`config.mk`:
```
export PLATFORM = sky130hd
export DESIGN_NAME = timer_event_poller
export DESIGN_NICKNAME = d
export VERILOG_FILES = /design/src/rtl/timer_event_poller.sv
export SDC_FILE = /design/constraint.sdc
export NUM_CORES = 1
export LEC_CHECK = 0
export CAP_MARGIN = 20
export CORE_UTILIZATION = 45
export CTS_CLUSTER_DIAMETER = 200
export DETAILED_ROUTE_END_ITERATION = 10
export PLACE_DENSITY = 0.71
export SETUP_SLACK_MARGIN = 0.05
export SKIP_LAST_GASP = 1
export SLEW_MARGIN = 20
export SYNTH_ARGS = -nofsm -noshare
export SYNTH_HDL_FRONTEND = slang
export SYNTH_SLANG_ARGS = --single-unit
```
`constraint.sdc`:
```
create_clock -name clk -period 4.9 [get_ports clk]
set_input_delay 0.49 -clock clk [delete_from_list [all_inputs] [get_ports clk]]
set_output_delay 0.49 -clock clk [all_outputs]
set_load 0.005 [all_outputs]
```
`src/rtl/timer_event_poller.sv`:
```
// timer_event_poller
//   Polls the timer peripheral's ready flag, reads the 16-bit time value when
//   an event is pending, acknowledges it, and queues the value in a small
//   first-word-fall-through FIFO that the CPU drains with pop.
//
// Ports
//   clk, rst_n   : system clock, asynchronous active-low reset
//   dev_out      : peripheral read bus (time when dev_sel=0, {15'b0,ready} when 1)
//   dev_sel      : peripheral select, 1 = status, 0 = time value
//   dev_ack      : one-cycle acknowledge to the peripheral
//   pop          : CPU consumes the head entry
//   data, valid  : head entry (0 when empty) and FIFO-not-empty
//   count        : number of stored entries, 0..DEPTH
//   overflow     : sticky, an acknowledged event was dropped; clr_ovf clears it
module timer_event_poller #(
   parameter int POLL_GAP = 4,
   parameter int DEPTH    = 8,
   parameter int AW       = 3
) (
   input  logic          clk,
   input  logic          rst_n,
   input  logic [15:0]   dev_out,
   output logic          dev_sel,
   output logic          dev_ack,
   input  logic          pop,
   output logic [15:0]   data,
   output logic          valid,
   output logic [AW:0]   count,
   output logic          overflow,
   input  logic          clr_ovf
);

   localparam int            GW       = (POLL_GAP > 1) ? $clog2(POLL_GAP) : 1;
   localparam logic [GW-1:0] GAP_LAST = GW'(POLL_GAP - 1);
   localparam logic [AW:0]   FULL_CNT = (AW+1)'(DEPTH);

   typedef enum logic [1:0] {S_GAP, S_POLL, S_READ, S_ACK} state_t;

   state_t          state_q, state_d;
   logic [GW-1:0]   gap_q, gap_d;
   logic [AW-1:0]   wr_ptr_q, wr_ptr_d;
   logic [AW-1:0]   rd_ptr_q, rd_ptr_d;
   logic [AW:0]     count_q, count_d;
   logic            ovf_q, ovf_d;
   logic [15:0]     mem [DEPTH];

   logic            push, full, pop_ok, wr_en, drop;

   // ---------------- poll FSM ----------------
   always_comb begin
      state_d = state_q;
      gap_d   = gap_q;
      case (state_q)
         S_GAP: begin
            if (gap_q == GAP_LAST) begin
               gap_d   = '0;
               state_d = S_POLL;
            end else begin
               gap_d = gap_q + GW'(1);
            end
         end
         // only the ready bit matters while status is selected
         S_POLL:  state_d = dev_out[0] ? S_READ : S_GAP;
         S_READ:  state_d = S_ACK;
         S_ACK:   state_d = S_GAP;
         default: state_d = S_GAP;
      endcase
   end

   // straight decodes of the state register, so no combinational glitches
   assign dev_sel = (state_q != S_READ);
   assign dev_ack = (state_q == S_ACK);

   // ---------------- FIFO ----------------
   always_comb begin
      push   = (state_q == S_READ);
      full   = (count_q == FULL_CNT);
      pop_ok = pop && (count_q != '0);
      // a pop in the same cycle frees the slot, so a full push still lands
      wr_en  = push && (!full || pop_ok);
      drop   = push && full && !pop_ok;

      wr_ptr_d = wr_en  ? wr_ptr_q + AW'(1) : wr_ptr_q;
      rd_ptr_d = pop_ok ? rd_ptr_q + AW'(1) : rd_ptr_q;
      count_d  = count_q + (AW+1)'(wr_en) - (AW+1)'(pop_ok);
      // set wins over clear
      ovf_d    = drop ? 1'b1 : (clr_ovf ? 1'b0 : ovf_q);
   end

   always_ff @(posedge clk or negedge rst_n) begin
      if (!rst_n) begin
         state_q  <= S_GAP;
         gap_q    <= '0;
         wr_ptr_q <= '0;
         rd_ptr_q <= '0;
         count_q  <= '0;
         ovf_q    <= 1'b0;
      end else begin
         state_q  <= state_d;
         gap_q    <= gap_d;
         wr_ptr_q <= wr_ptr_d;
         rd_ptr_q <= rd_ptr_d;
         count_q  <= count_d;
         ovf_q    <= ovf_d;
      end
   end

   // storage is not reset; valid masks stale contents
   always_ff @(posedge clk) begin
      if (wr_en) mem[wr_ptr_q] <= dev_out;
   end

   assign valid    = (count_q != '0);
   assign data     = valid ? mem[rd_ptr_q] : 16'h0000;
   assign count    = count_q;
   assign overflow = ovf_q;

endmodule

```
==> impl_metrics.json <==
{
  "wire_per_inst_um": 20.3,
  "number_of_instances_in_the_synthesized_netlist": 263,
  "dp_hpwl_um": 5670,
  "hp-class": "flip-flop to flip-flop",
  "overall_via_count_from_detail_route": 2651,
  "cts_hold_repair.buffers": 0,
  "first_pass_grt_wire_length_um": 15500,
  "synth_sequential_area_ratio": 0.752,
  "worst_path_max_delay_cell": "sky130_fd_sc_hd__dfrtp_2",
  "port_buffers": 43,
  "start_util": 0.465,
  "power.density_cell_area_nw_per_um2": 617,
  "h-tree-depth": 4,
  "syn-num-nets": 292,
  "finalSetupViolCount": 0,
  "gr-usage-all-layers": 0.172,
  "ys_top_cells_by_area": "sky130_fd_sc_hd__edfxtp_1 (68%), sky130_fd_sc_hd__mux4_2 (13%), sky130_fd_sc_hd__dfrtp_1 (6.7%)",
  "timing.critical_path.from_type": "flip-flop",
  "ys_ff_latch": 143,
  "flow.area_growth_from_synthesis_pct": 22.1,
  "fraction_of_synthesized_cell_area_in_xor_and_xnor_cells": 0.00936,
  "first_pass_iters": 5,
  "synth_ff_type": "sky130_fd_sc_hd__edfxtp_1",
  "p_leak_nw": 2.35,
  "die_width_um": 114,
  "initial_antenna_violation_count": 0,
  "grt_overflow_total": 0,
  "cts-buffers-inserted": 17,
  "synth_edf_count": 128,
  "finalHoldViolations": 0,
  "routed_wl_um": 10100,
  "floorplan.die_area_um2": 12900,
  "finalClockSkew_ns": 0.00854,
  "synth_compound_gate_area_share": 0.0332,
  "drt_first_iter_violations": 252,
  "final_period_minus_worst_setup_slack_ns": 3.38,
  "viasPerCell": 5.33,
  "critPathKind": "flip-flop to primary output",
  "worst_ir_drop_vdd_uv": 393,
  "rsz_0062_raised_after_global_routing": "false",
  "area_of_the_core_um2": 12100,
  "post_synth_mux_area_share": 0.136,
  "synth_cell_types": 33,
  "worstSetupEndpointType": "primary output",
  "yosys_warnings": 0,
  "clock-root-buffer": "sky130_fd_sc_hd__clkbuf_16",
  "n_fill_cell": 892,
  "drv_slew": 0,
  "layout-drive-gt1-share": 0.231,
  "crit_start": "rd_ptr_q[0]$_DFFE_PN0N_",
  "grt_max_degree": 35,
  "cpPeakStageDelay_ns": 0.82,
  "peak_freq_mhz": 296,
  "critPathBufInv": 2,
  "top_fanout_value_on_the_critical_path": 21,
  "postRouteAntennaNets": 0,
  "syn-cell-area_um2": 5610,
  "clock_tree.buffer_depth": 2,
  "antenna-diode-count": 0,
  "post_synth_fa_ha_maj_area_fraction": 0.0214,
  "cts_tree": "built",
  "die-height_um": 114,
  "timing.rr.start": "count[2]$_DFF_PN0_",
  "final_routed_drc_violation_total": 0,
  "ctsResizeCount": 0,
  "cts.repair_timing.setup_buffer_count": 0,
  "tns_ns": 0,
  "place.gp.congestion": 0.737,
  "design.final.nets": 345,
  "min_from": "state_q[0]$_DFFE_PN0P_",
  "io_pins": 44,
  "worst_skew_pair.late_latency_ns": 0.41,
  "synth_area_per_cell_um2": 21.3,
  "synth_top_family_by_area": "multiplexers",
  "maxSlewHeadroom": 0.253,
  "timing.critical_path.required_ns": 4.41,
  "clock_sink_count": 143,
  "cp_data_arrival_time_ns": 2.89,
  "row_count": 40,
  "vias_in_the_first_global_route": 2790,
  "multiInputGateArea_um2": 1320,
  "post-route-period-util": 0.690,
  "drv_cap": 0,
  "sequential_cell_area_um2": 4220,
  "worstMarginPinSlew_ns": 1.12,
  "synthDominantAreaCellType": "sky130_fd_sc_hd__edfxtp_1",
  "path_delay_family": "buffers and inverters",
  "critical_path.cell_chain": "buf_4 > mux4_2 > a22o_1 > clkdlybuf4s50_1",
  "status": "completed",
  "clk_pin_slew_worst_paths_ns": 0.06,
  "ys_async_sr_fraction": 0.105,
  "synthDominantCellAreaShare": 0.685,
  "layout.core_utilization": 0.568,
  "synth_simple_gate_area_share": 0.0290
}
## worst reg2reg max path, cell delays in order, from the launching register on
cell	delay, ns
sky130_fd_sc_hd__dfrtp_1	0.35
sky130_fd_sc_hd__inv_1	0.08
sky130_fd_sc_hd__ha_1	0.23
sky130_fd_sc_hd__nand2b_1	0.17
sky130_fd_sc_hd__a31oi_1	0.63
sky130_fd_sc_hd__and4b_1	1.08
## final cells by class
| type | count | share of cell area |
|---|---|---|
| Timing Repair Buffer | 47 | 0.0682 |
| Multi-Input combinational cell | 99 | 0.192 |
| Tap cell | 168 | 0.0307 |
| Inverter | 8 | 0.00438 |
| Sequential cell | 143 | 0.616 |
| Clock inverter | 14 | 0.0263 |
| Clock buffer | 18 | 0.0626 |
## routing by layer
layer  track usage  up-vias  part of all wire
li1              -     1202                 -
met1         0.227     1354              0.43
met2         0.267       83              0.50
met3        0.0537       12             0.059
met4        0.0684        0             0.014
met5             0        -                 0
## logic make-up (layout without fill, tap and decap cells)
family,Yosys count,count (layout)
DFF,143,143
xor gates and xnor gates,6,6
adders and majority gates,9,9
muxes,36,36
AOI/OAI and AO/OA,23,23
and+or+nand+nor,25,25
buffers and inverters,21,87
## power by group
part           internal, mW  switching [mW]
Combinational         0.740           0.465
Clock                 0.813           0.509
Sequential             1.50           0.204
## Yosys cell counts, drive strengths merged, types with 2 or more instances
library cell  instances
mux2                  4
xnor2                 3
nand3                 3
and4b                 3
ha                    8
nand2b                2
buf                   8
nor4bb                2
edfxtp              128
a21o                  2
inv                   8
nor2                  6
clkbuf                5
nand2                 2
a22o                 16
and2                  2
mux4                 32
dfrtp                15
xor2                  3
a21oi                 2
## sequential cells by signal, summed over array words and instances (netlist names), named ones only
register / count
mem: 128
count: 4
rd_ptr_q: 3
wr_ptr_q: 3
gap_q: 2
overflow: 1
state_q: 1
## placed cells by master (no fill, tap or decap), types with 3 or more instances in the layout
| cell | instances |
|---|---|
| sky130_fd_sc_hd__nor2_1 | 6 |
| sky130_fd_sc_hd__mux2_2 | 4 |
| sky130_fd_sc_hd__bufinv_16 | 3 |
| sky130_fd_sc_hd__edfxtp_1 | 128 |
| sky130_fd_sc_hd__inv_6 | 4 |
| sky130_fd_sc_hd__clkdlybuf4s50_1 | 43 |
| sky130_fd_sc_hd__clkbuf_16 | 17 |
| sky130_fd_sc_hd__ha_1 | 8 |
| sky130_fd_sc_hd__nand3_1 | 3 |
| sky130_fd_sc_hd__inv_1 | 8 |
| sky130_fd_sc_hd__dfrtp_1 | 13 |
| sky130_fd_sc_hd__and4b_1 | 3 |
| sky130_fd_sc_hd__xnor2_1 | 3 |
| sky130_fd_sc_hd__mux4_2 | 32 |
| sky130_fd_sc_hd__clkinv_2 | 3 |
| sky130_fd_sc_hd__a22o_1 | 16 |
| sky130_fd_sc_hd__xor2_1 | 3 |
## metrics by stage
stage	total power [mW]	area, um^2	hold slack (ns)	std cells	worst slack, ns
final	4.23	6860	0.502	497	1.52
after global routing	4.43	6860	0.536	497	1.31
after CTS	4.29	6860	0.498	497	1.42
after detailed placement	2.96	6250	0.493	465	1.73
after global placement	2.92	6220	0.477	463	1.67
after floorplan	2.44	5610	0.194	263	1.61
## path summary, 6_finish.rpt
path / to / slack [ns] / depth (start not counted)
max: data[4] / 1.52 / 4
min: state_q[0]$_DFFE_PN0P_ / 0.50 / 1
max reg2reg: mem[5][5]$_DFFE_PP_ / 1.97 / 5
min reg2reg: state_q[0]$_DFFE_PN0P_ / 0.50 / 1
max in group asynchronous: rd_ptr_q[1]$_DFFE_PN0N_ / 3.90 / 1
min in group asynchronous: async pin / 0.51 / 1
Note: power is estimated with default switching activity, not from simulation.
==> variant (same flow settings) <==
`AW`: 3 -> 2.
--- a/src/rtl/timer_event_poller.sv
+++ b/src/rtl/timer_event_poller.sv
@@ -15,7 +15,7 @@
 module timer_event_poller #(
    parameter int POLL_GAP = 4,
    parameter int DEPTH    = 8,
-   parameter int AW       = 3
+   parameter int AW       = 2
 ) (
    input  logic          clk,
    input  logic          rst_n,
Interface: changed (resized count); port bits go from 44 to 43. No check against the original RTL was run, so the function may have changed too.
==> variant against the unedited design <==
Wire length down 50%. Count of clock-buffer cells in the layout shrank 9. Sequential cell count fell by 67. Power down 46%. Final area fell by 45%. Hold slack worse by 0.020 ns. Synthesized area fell by 45%. Non-clock buffer count fell by 5. Cell count fell by 43%. Worst setup slack gained 0.28 ns. Largest power group unchanged.
==> variant: results (changes against the unedited design) <==
Worst setup path
  • Worst Path Arrival: 2.61 ns (was 2.89 ns)
  • R2R setup slack: 2.22 ns (was 1.97 ns)
  • Largest delay share family, worst path: flip-flops (was buffers and inverters)
  • CP max FO: 18 (was 21)

Clock tree
  • Clk_lat worst skew: 0.34 ns (was 0.41 ns)
  • H-tree lvl count: 3 (was 4)
  • Root buffer cell: clkbuf_8 (was clkbuf_16)
  • CTS Buf Count: 9 (was 17)

Place
  • Post-DP HPWL: 3.30 mm (was 5.67 mm)
  • Placer Congestion: 0.673 (was 0.737)

Detailed routing
  • Initial DRT Pass Iterations: 6 (was 5)
  • Via count: 1474 (was 2651)
  • Total Wirelength: 5.03 mm (was 10.1 mm)

Power
  • Int Pwr: 0.00170 W (was 0.00305 W)
  • Worst VDD drop: 348 µV (was 393 µV)
  • Pleak: 1.35 nW (was 2.35 nW)

Synth
  • Mux cell area share after synthesis: 13.8% (was 13.6%)
  • EDFF count, synth: 64 (was 128)
  • Net Count, Synth: 182 (was 292)
  • Async set-reset flop share out of synthesis: 15.8% (was 10.5%)
  • Sequential area share after synthesis: 72.3% (was 75.2%)
  • Post-synthesis compound-gate area fraction: 0.366% (was 3.32%)
  • Top cells by area, synth: edfxtp_1 (63%), dfrtp_1 (9.8%), mux4_1 (6.8%), mux4_2 (5.9%), and2_1 (4.5%) (was edfxtp_1 (68%), mux4_2 (13%), dfrtp_1 (6.7%), a22o_1 (2.5%), ha_1 (1.8%))
  • Mean post-synth cell area: 20.0 µm² (was 21.3 µm²)
  • Post-Synth XOR/XNOR Area: 1.43% (was 0.936%)
  • Adder-Cell Fraction of Synth Area: 3.50% (was 2.14%)

Timing
  • Slew HR: 32.1% (was 25.3%)
  • Final Skew: 0.0102 ns (was 0.00854 ns)

Final layout
  • Fill count: 482 (was 892)
  • Layout Cells excl Fill: 283 (was 497)
  • Nets: 229 (was 345)
  • Share of post-route cells with drive strength above 1: 13.6% (was 23.1%)

GRT
  • Number of global-route vias before repair: 1599 (was 2790)
  • First-pass GRT wire length: 8.37 mm (was 15.5 mm)
  • Largest net degree at the start of global routing: 22 (was 35)

Outcome
  • Outcome: finished, final reports clean (unchanged)
variant: cell count changes after synthesis, moves of 3 or more:
| cell | unedited run | this run |
|---|---|---|
| mux4_2 | 32 | 8 |
| a22o_1 | 16 | 0 |
| and2_1 | 1 | 22 |
| edfxtp_1 | 128 | 64 |
| clkbuf_1 | 5 | 1 |
| and4b_1 | 3 | 0 |
| dfrtp_1 | 15 | 12 |
| mux4_1 | 0 | 8 |
variant: cell type report:
type | instances | area (µm²) | share of cell area, %
flip-flops and latches | 76 | 2220 | 58.4
multi-input cells | 65 | 774 | 20.4
repair buffers | 42 | 420 | 11.1
clock inverters | 7 | 139 | 3.65
clock buffers | 9 | 124 | 3.26
well taps | 77 | 96.3 | 2.53
inverters | 7 | 26.3 | 0.691
variant: per-layer routing:
layer	part of all wire, %	global-route usage [%]	vias to the layer above
met1	40	18.5	736
met4	2.6	9.71	0
met3	4.2	3.44	13
li1	-	-	686
met2	53	28.4	39
met5	0	0	-
variant: through the flow:
step	worst slack, ns	area, µm²	utilization (%)	hold WS [ns]
floorplan	2.57	3070	-	0.194
global placement	2.14	3540	54.8	0.467
detailed placement	2.10	3540	54.8	0.477
CTS	1.71	3800	58.9	0.486
global route	1.63	3800	58.9	0.508
finish	1.80	3800	58.9	0.482
variant: path summary, 6_finish.rpt:
path	start	cells after the start	to
worst max-delay path	rd_ptr_q[0]	3	data[13]
worst min-delay path	state_q[0]	1	state_q[0]
worst max register to register	count[1]	8	count[2]
worst min register to register	state_q[0]	1	state_q[0]
max in group asynchronous	rst_n	1	wr_ptr_q[1]
min in group asynchronous	rst_n	1	count[0]
variant: worst register-to-register path, cell delays in order (launching register included):
cell     delay (ns)
dfrtp_1        0.40
or3_1          0.68
and2_1         0.32
ha_1           0.28
inv_1          0.04
ha_1           0.18
fa_1           0.38
xnor2_1        0.19
xnor2_1        0.13
variant: logic make-up (layout without fill, tap and decap cells):
kind of cell | count (synthesis) | after routing
and+or+nand+nor | 31 | 31
buffers and inverters | 13 | 65
muxes | 19 | 19
AOI/OAI and AO/OA | 2 | 2
DFF | 76 | 76
adders and majority gates | 8 | 8
xor gates and xnor gates | 5 | 5
variant: power by group through the flow:
| stage | Clock (W) | Sequential, W | Combinational (W) |
|---|---|---|---|
| floorplan | 0 | 0.000886 | 0.000486 |
| global placement | 0 | 0.000957 | 0.000709 |
| detailed placement | 0 | 0.000974 | 0.000735 |
| CTS | 0.000618 | 0.000961 | 0.000739 |
| global route | 0.000638 | 0.000976 | 0.000796 |
| finish | 0.000603 | 0.000955 | 0.000722 |
